### config.mk
export PLATFORM = sky130hd
export DESIGN_NAME = jpeg_bit_streamer
export DESIGN_NICKNAME = d
export VERILOG_FILES = /design/src/rtl/jpeg_bit_streamer.sv
export SDC_FILE = /design/constraint.sdc
export NUM_CORES = 1
export LEC_CHECK = 0
export ABC_AREA = 1
export CORE_ASPECT_RATIO = 1.25
export CORE_MARGIN = 1.5
export CORE_UTILIZATION = 40
export DETAILED_ROUTE_END_ITERATION = 8
export GPL_ROUTABILITY_DRIVEN = 0
export PLACE_DENSITY = 0.69
export SLEW_MARGIN = 20
export SYNTH_ARGS = -nofsm -noshare
export SYNTH_HDL_FRONTEND = slang
export SYNTH_SLANG_ARGS = --single-unit
### constraint.sdc
create_clock -name clk -period 1.38 [get_ports clk]
set_input_delay 0.276 -clock clk [delete_from_list [all_inputs] [get_ports clk]]
set_output_delay 0.276 -clock clk [all_outputs]
set_load 0.02 [all_outputs]
### src/rtl/jpeg_bit_streamer.sv
//------------------------------------------------------------------------------
// Module      : jpeg_bit_streamer
// Description : Serializes a byte-wide JPEG entropy-coded segment MSB first,
//               one bit per cycle, as a bit/is_new stream. With
//               JPEG_BIT_STREAMER_STUFFING_EN defined it also removes 0xFF00
//               stuffing, drops 0xFF fill bytes and halts on the first marker.
//               The serial output port is named serial_bit because "bit" is
//               a reserved word.
// Revision    : 1.0 - initial release
//------------------------------------------------------------------------------
`default_nettype none

module jpeg_bit_streamer #(
  parameter int COUNT_WIDTH = 24
) (
  input  logic                   clk,
  input  logic                   rst,
  input  logic [7:0]             byte_data,
  input  logic                   byte_valid,
  output logic                   byte_ready,
  input  logic                   pause,
  input  logic                   resume,
  output logic                   serial_bit,
  output logic                   is_new,
  output logic                   marker_found,
  output logic [7:0]             marker_code,
  output logic [COUNT_WIDTH-1:0] bit_count,
  output logic                   busy
);

`ifdef JPEG_BIT_STREAMER_STUFFING_EN
  typedef enum logic [1:0] {
    S_LOAD   = 2'd0,
    S_SHIFT  = 2'd1,
    S_FF     = 2'd2,
    S_MARKER = 2'd3
  } state_t;
`else
  typedef enum logic [0:0] {
    S_LOAD  = 1'b0,
    S_SHIFT = 1'b1
  } state_t;
`endif

  state_t                 state, state_n;
  logic [7:0]             shifter, shifter_n;
  logic [3:0]             count, count_n;
  logic                   serial_bit_n, is_new_n;
  logic [COUNT_WIDTH-1:0] bit_count_n;
  logic                   accept;
  logic                   classify;

  // Byte handshake: open when the shifter is empty, a 0xFF is pending, or the
  // last bit is leaving this cycle so the next byte follows without a gap.
  always_comb begin
    byte_ready = 1'b0;
    if (!rst) begin
      case (state)
        S_LOAD:  byte_ready = 1'b1;
        S_SHIFT: byte_ready = (count == 4'd1) && !pause;
`ifdef JPEG_BIT_STREAMER_STUFFING_EN
        S_FF:    byte_ready = 1'b1;
`endif
        default: byte_ready = 1'b0;
      endcase
    end
  end

  assign accept = byte_valid && byte_ready;

`ifdef JPEG_BIT_STREAMER_STUFFING_EN
  logic       marker_found_r, marker_found_n;
  logic [7:0] marker_code_r, marker_code_n;
  assign marker_found = marker_found_r;
  assign marker_code  = marker_code_r;
  assign busy         = (state == S_SHIFT) || (state == S_FF);
`else
  logic unused_resume;
  assign unused_resume = resume;
  assign marker_found  = 1'b0;
  assign marker_code   = 8'h00;
  assign busy          = (state == S_SHIFT);
`endif

  // Next-state and datapath: emit one bit per unpaused SHIFT cycle, classify accepted bytes.
  always_comb begin
    state_n      = state;
    shifter_n    = shifter;
    count_n      = count;
    serial_bit_n = serial_bit;
    is_new_n     = 1'b0;
    bit_count_n  = bit_count;
    classify     = 1'b0;
`ifdef JPEG_BIT_STREAMER_STUFFING_EN
    marker_found_n = marker_found_r;
    marker_code_n  = marker_code_r;
`endif
    case (state)
      S_LOAD: begin
        classify = accept;
      end
      S_SHIFT: begin
        if (!pause) begin
          serial_bit_n = shifter[7];
          is_new_n     = 1'b1;
          shifter_n    = {shifter[6:0], 1'b0};
          count_n      = count - 4'd1;
          bit_count_n  = bit_count + COUNT_WIDTH'(1);
          if (count == 4'd1) begin
            state_n  = S_LOAD;
            classify = accept;
          end
        end
      end
`ifdef JPEG_BIT_STREAMER_STUFFING_EN
      S_FF: begin
        if (accept) begin
          if (byte_data == 8'h00) begin
            shifter_n = 8'hFF;
            count_n   = 4'd8;
            state_n   = S_SHIFT;
          end else if (byte_data != 8'hFF) begin
            marker_found_n = 1'b1;
            marker_code_n  = byte_data;
            state_n        = S_MARKER;
          end
        end
      end
      S_MARKER: begin
        if (resume) begin
          marker_found_n = 1'b0;
          state_n        = S_LOAD;
        end
      end
`endif
      default: state_n = S_LOAD;
    endcase

    // A newly accepted byte either parks as a pending 0xFF or fills the shifter.
    if (classify) begin
`ifdef JPEG_BIT_STREAMER_STUFFING_EN
      if (byte_data == 8'hFF) begin
        state_n = S_FF;
      end else
`endif
      begin
        shifter_n = byte_data;
        count_n   = 4'd8;
        state_n   = S_SHIFT;
      end
    end
  end

  // State and output registers with synchronous reset.
  always_ff @(posedge clk) begin
    if (rst) begin
      state      <= S_LOAD;
      shifter    <= 8'h00;
      count      <= 4'd0;
      serial_bit <= 1'b0;
      is_new     <= 1'b0;
      bit_count  <= '0;
`ifdef JPEG_BIT_STREAMER_STUFFING_EN
      marker_found_r <= 1'b0;
      marker_code_r  <= 8'h00;
`endif
    end else begin
      state      <= state_n;
      shifter    <= shifter_n;
      count      <= count_n;
      serial_bit <= serial_bit_n;
      is_new     <= is_new_n;
      bit_count  <= bit_count_n;
`ifdef JPEG_BIT_STREAMER_STUFFING_EN
      marker_found_r <= marker_found_n;
      marker_code_r  <= marker_code_n;
`endif
    end
  end

endmodule

`default_nettype wire

==> results.json <==
{
  "synth-seq-cells": 39,
  "synth_cell_types": 31,
  "hold_path.class": "reg -> reg",
  "path_buf_inv": 3,
  "required_ns": 1.10,
  "crit_chain": "inv_2 > ha_4 > inv_2 > nor2_2 > nand2_2 > a21oi_4 > buf_6",
  "cpLargestDelayFamily": "flip-flops",
  "final_area_sq_um": 3201,
  "cap_viol_max_count": 0,
  "crit_type": "reg -> out",
  "rr_worst_depth": 13,
  "clkLatencyLatePin_ns": 0.29,
  "regArea_sq_um": 807.0,
  "area_growth_pct": 52.35,
  "yosysWarnings": 0,
  "fin_nets": 389,
  "final_antenna_net_count": 0,
  "crit_cells": 7,
  "fillerInstances": 437,
  "p_sw_uw": 662.1,
  "antenna_found_initial": 0,
  "min_to": "serial_bit",
  "drv_slew": 0,
  "yosysSeqAreaShare": 0.3716,
  "port_buffers": 39,
  "finalSetupViolCount": 14,
  "finalCritPeriodShare": 1.174,
  "dr_wl_met3_microns": 177,
  "critical-path-slowest-cell": "dfxtp_2",
  "rr_endpoint": "shifter[5]",
  "crit_start": "count[1]",
  "gr-total-overflow": 0,
  "grt_pass1_wl_microns": 7955,
  "wl_met1_microns": 2083,
  "synthCells": 298,
  "placed_area_sq_um": 2761,
  "hold_ws_ns": 0.4649,
  "htree_levels": 2,
  "fin_crit_ns": 1.619,
  "power_frac_comb": 0.175,
  "path_clk_slew_ns": 0.08,
  "crit_path_start_kind": "register",
  "worst-path-max-fanout": 2,
  "fp.dieH_microns": 84.03,
  "vias_per_cell": 4.807,
  "p_per_area_nw_per_um2": 773.4,
  "vdd_drop_max_mv": 0.5749,
  "wl_per_cell_microns": 11.52,
  "fmax_ghz": 0.6175,
  "cts.root.buffer_cell": "clkbuf_8",
  "rows": 29,
  "cts_sinks": 39,
  "dr_total_vias": 2096,
  "internal-power_uw": 1813,
  "cts_buffers": 5,
  "crit_path_frequent_cell": "inv_2",
  "drt_iter0_markers": 87,
  "p_clk_frac": 0.344,
  "critical_path_arrival_ns": 1.34,
  "drive_gt1_frac": 0.3663,
  "core_area_sq_um": 5080,
  "fin_ws_ns": -0.2395,
  "rsz0062_at_grt": "true",
  "grt_usage": 0.1804,
  "outcome": "complete, but fails checks",
  "cts_tree": "done",
  "antennaDiodeCount": 0,
  "switching_share": 0.2675,
  "post_synth.cell_area_avg_sq_um": 7.050,
  "pre_cts_slack_ns": -0.6087,
  "dp_hpwl_microns": 3399,
  "grt_pass1_vias": 1958,
  "wl_met2_microns": 2682,
  "power_frac_seq": 0.481,
  "fin_skew_ns": 0.007235,
  "highest_layer": "met4",
  "power_uw": 2475,
  "violations": "negative setup slack",
  "ios": 50,
  "hold_depth": 2,
  "p_leak_uw": 0.001509,
  "cpPeakStageDelay_ns": 0.33,
  "multi_input_area_sq_um": 1379,
  "hold_start": "shifter[7]",
  "fp.dieW_microns": 67.82,
  "grt_max_degree": 23,
  "r2r-start": "count[1]",
  "ff2ff_setup_slack_ns": -0.22,
  "die-area_sq_um": 5699,
  "initial_core_util": 0.4135,
  "critPathCaptureType": "output port",
  "netlist_area_sq_um": 2101,
  "hold_viol": 0,
  "post-route-drc-count": 0,
  "clockBufferDepth": 2,
  "dr.pass1.iters": 4,
  "drt_wl_total_microns": 5022
}
==> worst register-to-register path, stage by stage, from the launching register on <==
cell and delay [ns]:
dfxtp_2 0.33, inv_2 0.07, ha_4 0.13, inv_2 0.03, nor2_2 0.10, nand2_2 0.08
a21oi_4 0.18, buf_6 0.13, buf_8 0.13, nand2_8 0.08, nand2_2 0.07, nand3_2 0.07
nand3_2 0.09, inv_2 0.03
==> power by group through the flow <==
stage / combinational [uW] / clock [uW] / sequential, uW
2_1_floorplan: 207 / 0 / 1220
3_3_place_gp: 319 / 0 / 1210
3_5_place_dp: 324 / 0 / 1210
4_1_cts: 350 / 877 / 1190
5_1_grt: 471 / 920 / 1190
6_report: 433 / 852 / 1190
==> sequential cells by signal, indices dropped and copies added (netlist names) <==
name,flops
busy,1
bit_count,24
serial_bit,1
shifter,8
count,4
is_new,1
==> worst max-delay path by stage <==
stage                 endpoint  slack, ns
floorplan           shifter[2]       -0.1
global placement    byte_ready      -0.58
detailed placement  byte_ready      -0.61
CTS                 byte_ready      -0.25
global route        byte_ready      -0.32
finish              byte_ready      -0.24
==> logic make-up after synthesis <==
kind of cell             share of synthesized area
adder cells (fa/ha/maj)                    0.01787
XOR/XNOR                                   0.01667
buffers and inverters                       0.1352
AO/OA/AOI/OAI                              0.06849
other                                     0.001785
flip-flops                                  0.3717
AND/OR/NAND/NOR                             0.3883
==> per-stage QoR <==
step / cells / TNS [ns] / util
detailed placement: 417 / -10.26 / 0.5436
global route: 436 / -3.534 / 0.6300
CTS: 431 / -2.369 / 0.5739
finish: 436 / -2.113 / 0.6300
floorplan: 306 / -0.7350 / -
global placement: 417 / -9.833 / 0.5436
==> cell usage in the layout (no fill, tap or decap), drive strengths merged, types with 11 or more instances in the layout <==
cell | synthesis | final
inv | 49 | 49
nand3 | 32 | 32
nor2 | 38 | 38
dfxtp | 39 | 39
nor3 | 11 | 11
buf | 12 | 37
nand2 | 57 | 58
a21oi | 15 | 15
dlygate4sd2 | 0 | 24
==> routing by layer <==
layer / global-route usage / vias up
met1: 0.1968 / 963
met5: 0 / -
met2: 0.3280 / 42
li1: - / 1082
met3: 0.04184 / 9
met4: 0.06182 / 0
==> area by class of cell <==
class	count	area share
inverter	49	0.05747
multi-input combinational	203	0.4308
tap	62	0.02424
sequential	39	0.2522
clock buffer	8	0.03127
timing repair buffer	75	0.2041
==> synthesized netlist by cell type <==
cell	instances	area share
nand2_1	52	0.093
inv_1	48	0.086
dfxtp_1	39	0.37
nand3_1	32	0.076
nor2_1	29	0.052
a21oi_1	14	0.033
buf_4	10	0.036
nor3_1	10	0.024
o21ai_0	10	0.024
nand4_1	7	0.021
or2_2	7	0.021
nor2_4	5	0.027
clkbuf_1	4	0.0071
xor2_1	4	0.017
ha_1	3	0.018
nand2_2	3	0.0089
nor2_2	3	0.0089
buf_2	2	0.0048
nand2_4	2	0.011
nor4_1	2	0.0060
o21a_1	2	0.0071
a21oi_2	1	0.0042
conb_1	1	0.0018
inv_2	1	0.0018
nand3b_1	1	0.0036
nand4_2	1	0.0060
nand4_4	1	0.010
nor2_8	1	0.0095
nor3_2	1	0.0048
nor3b_1	1	0.0036
or2_1	1	0.0030
==> what timing repair did <==
item                       4_1_cts  5_1_grt
setup buffers                    4        6
resized for setup               42       70
pin swaps                        9       22
hold buffers                     0        0
gates cloned                     2        0
setup endpoints to repair       44       28
(Power assumes the default switching activity.)
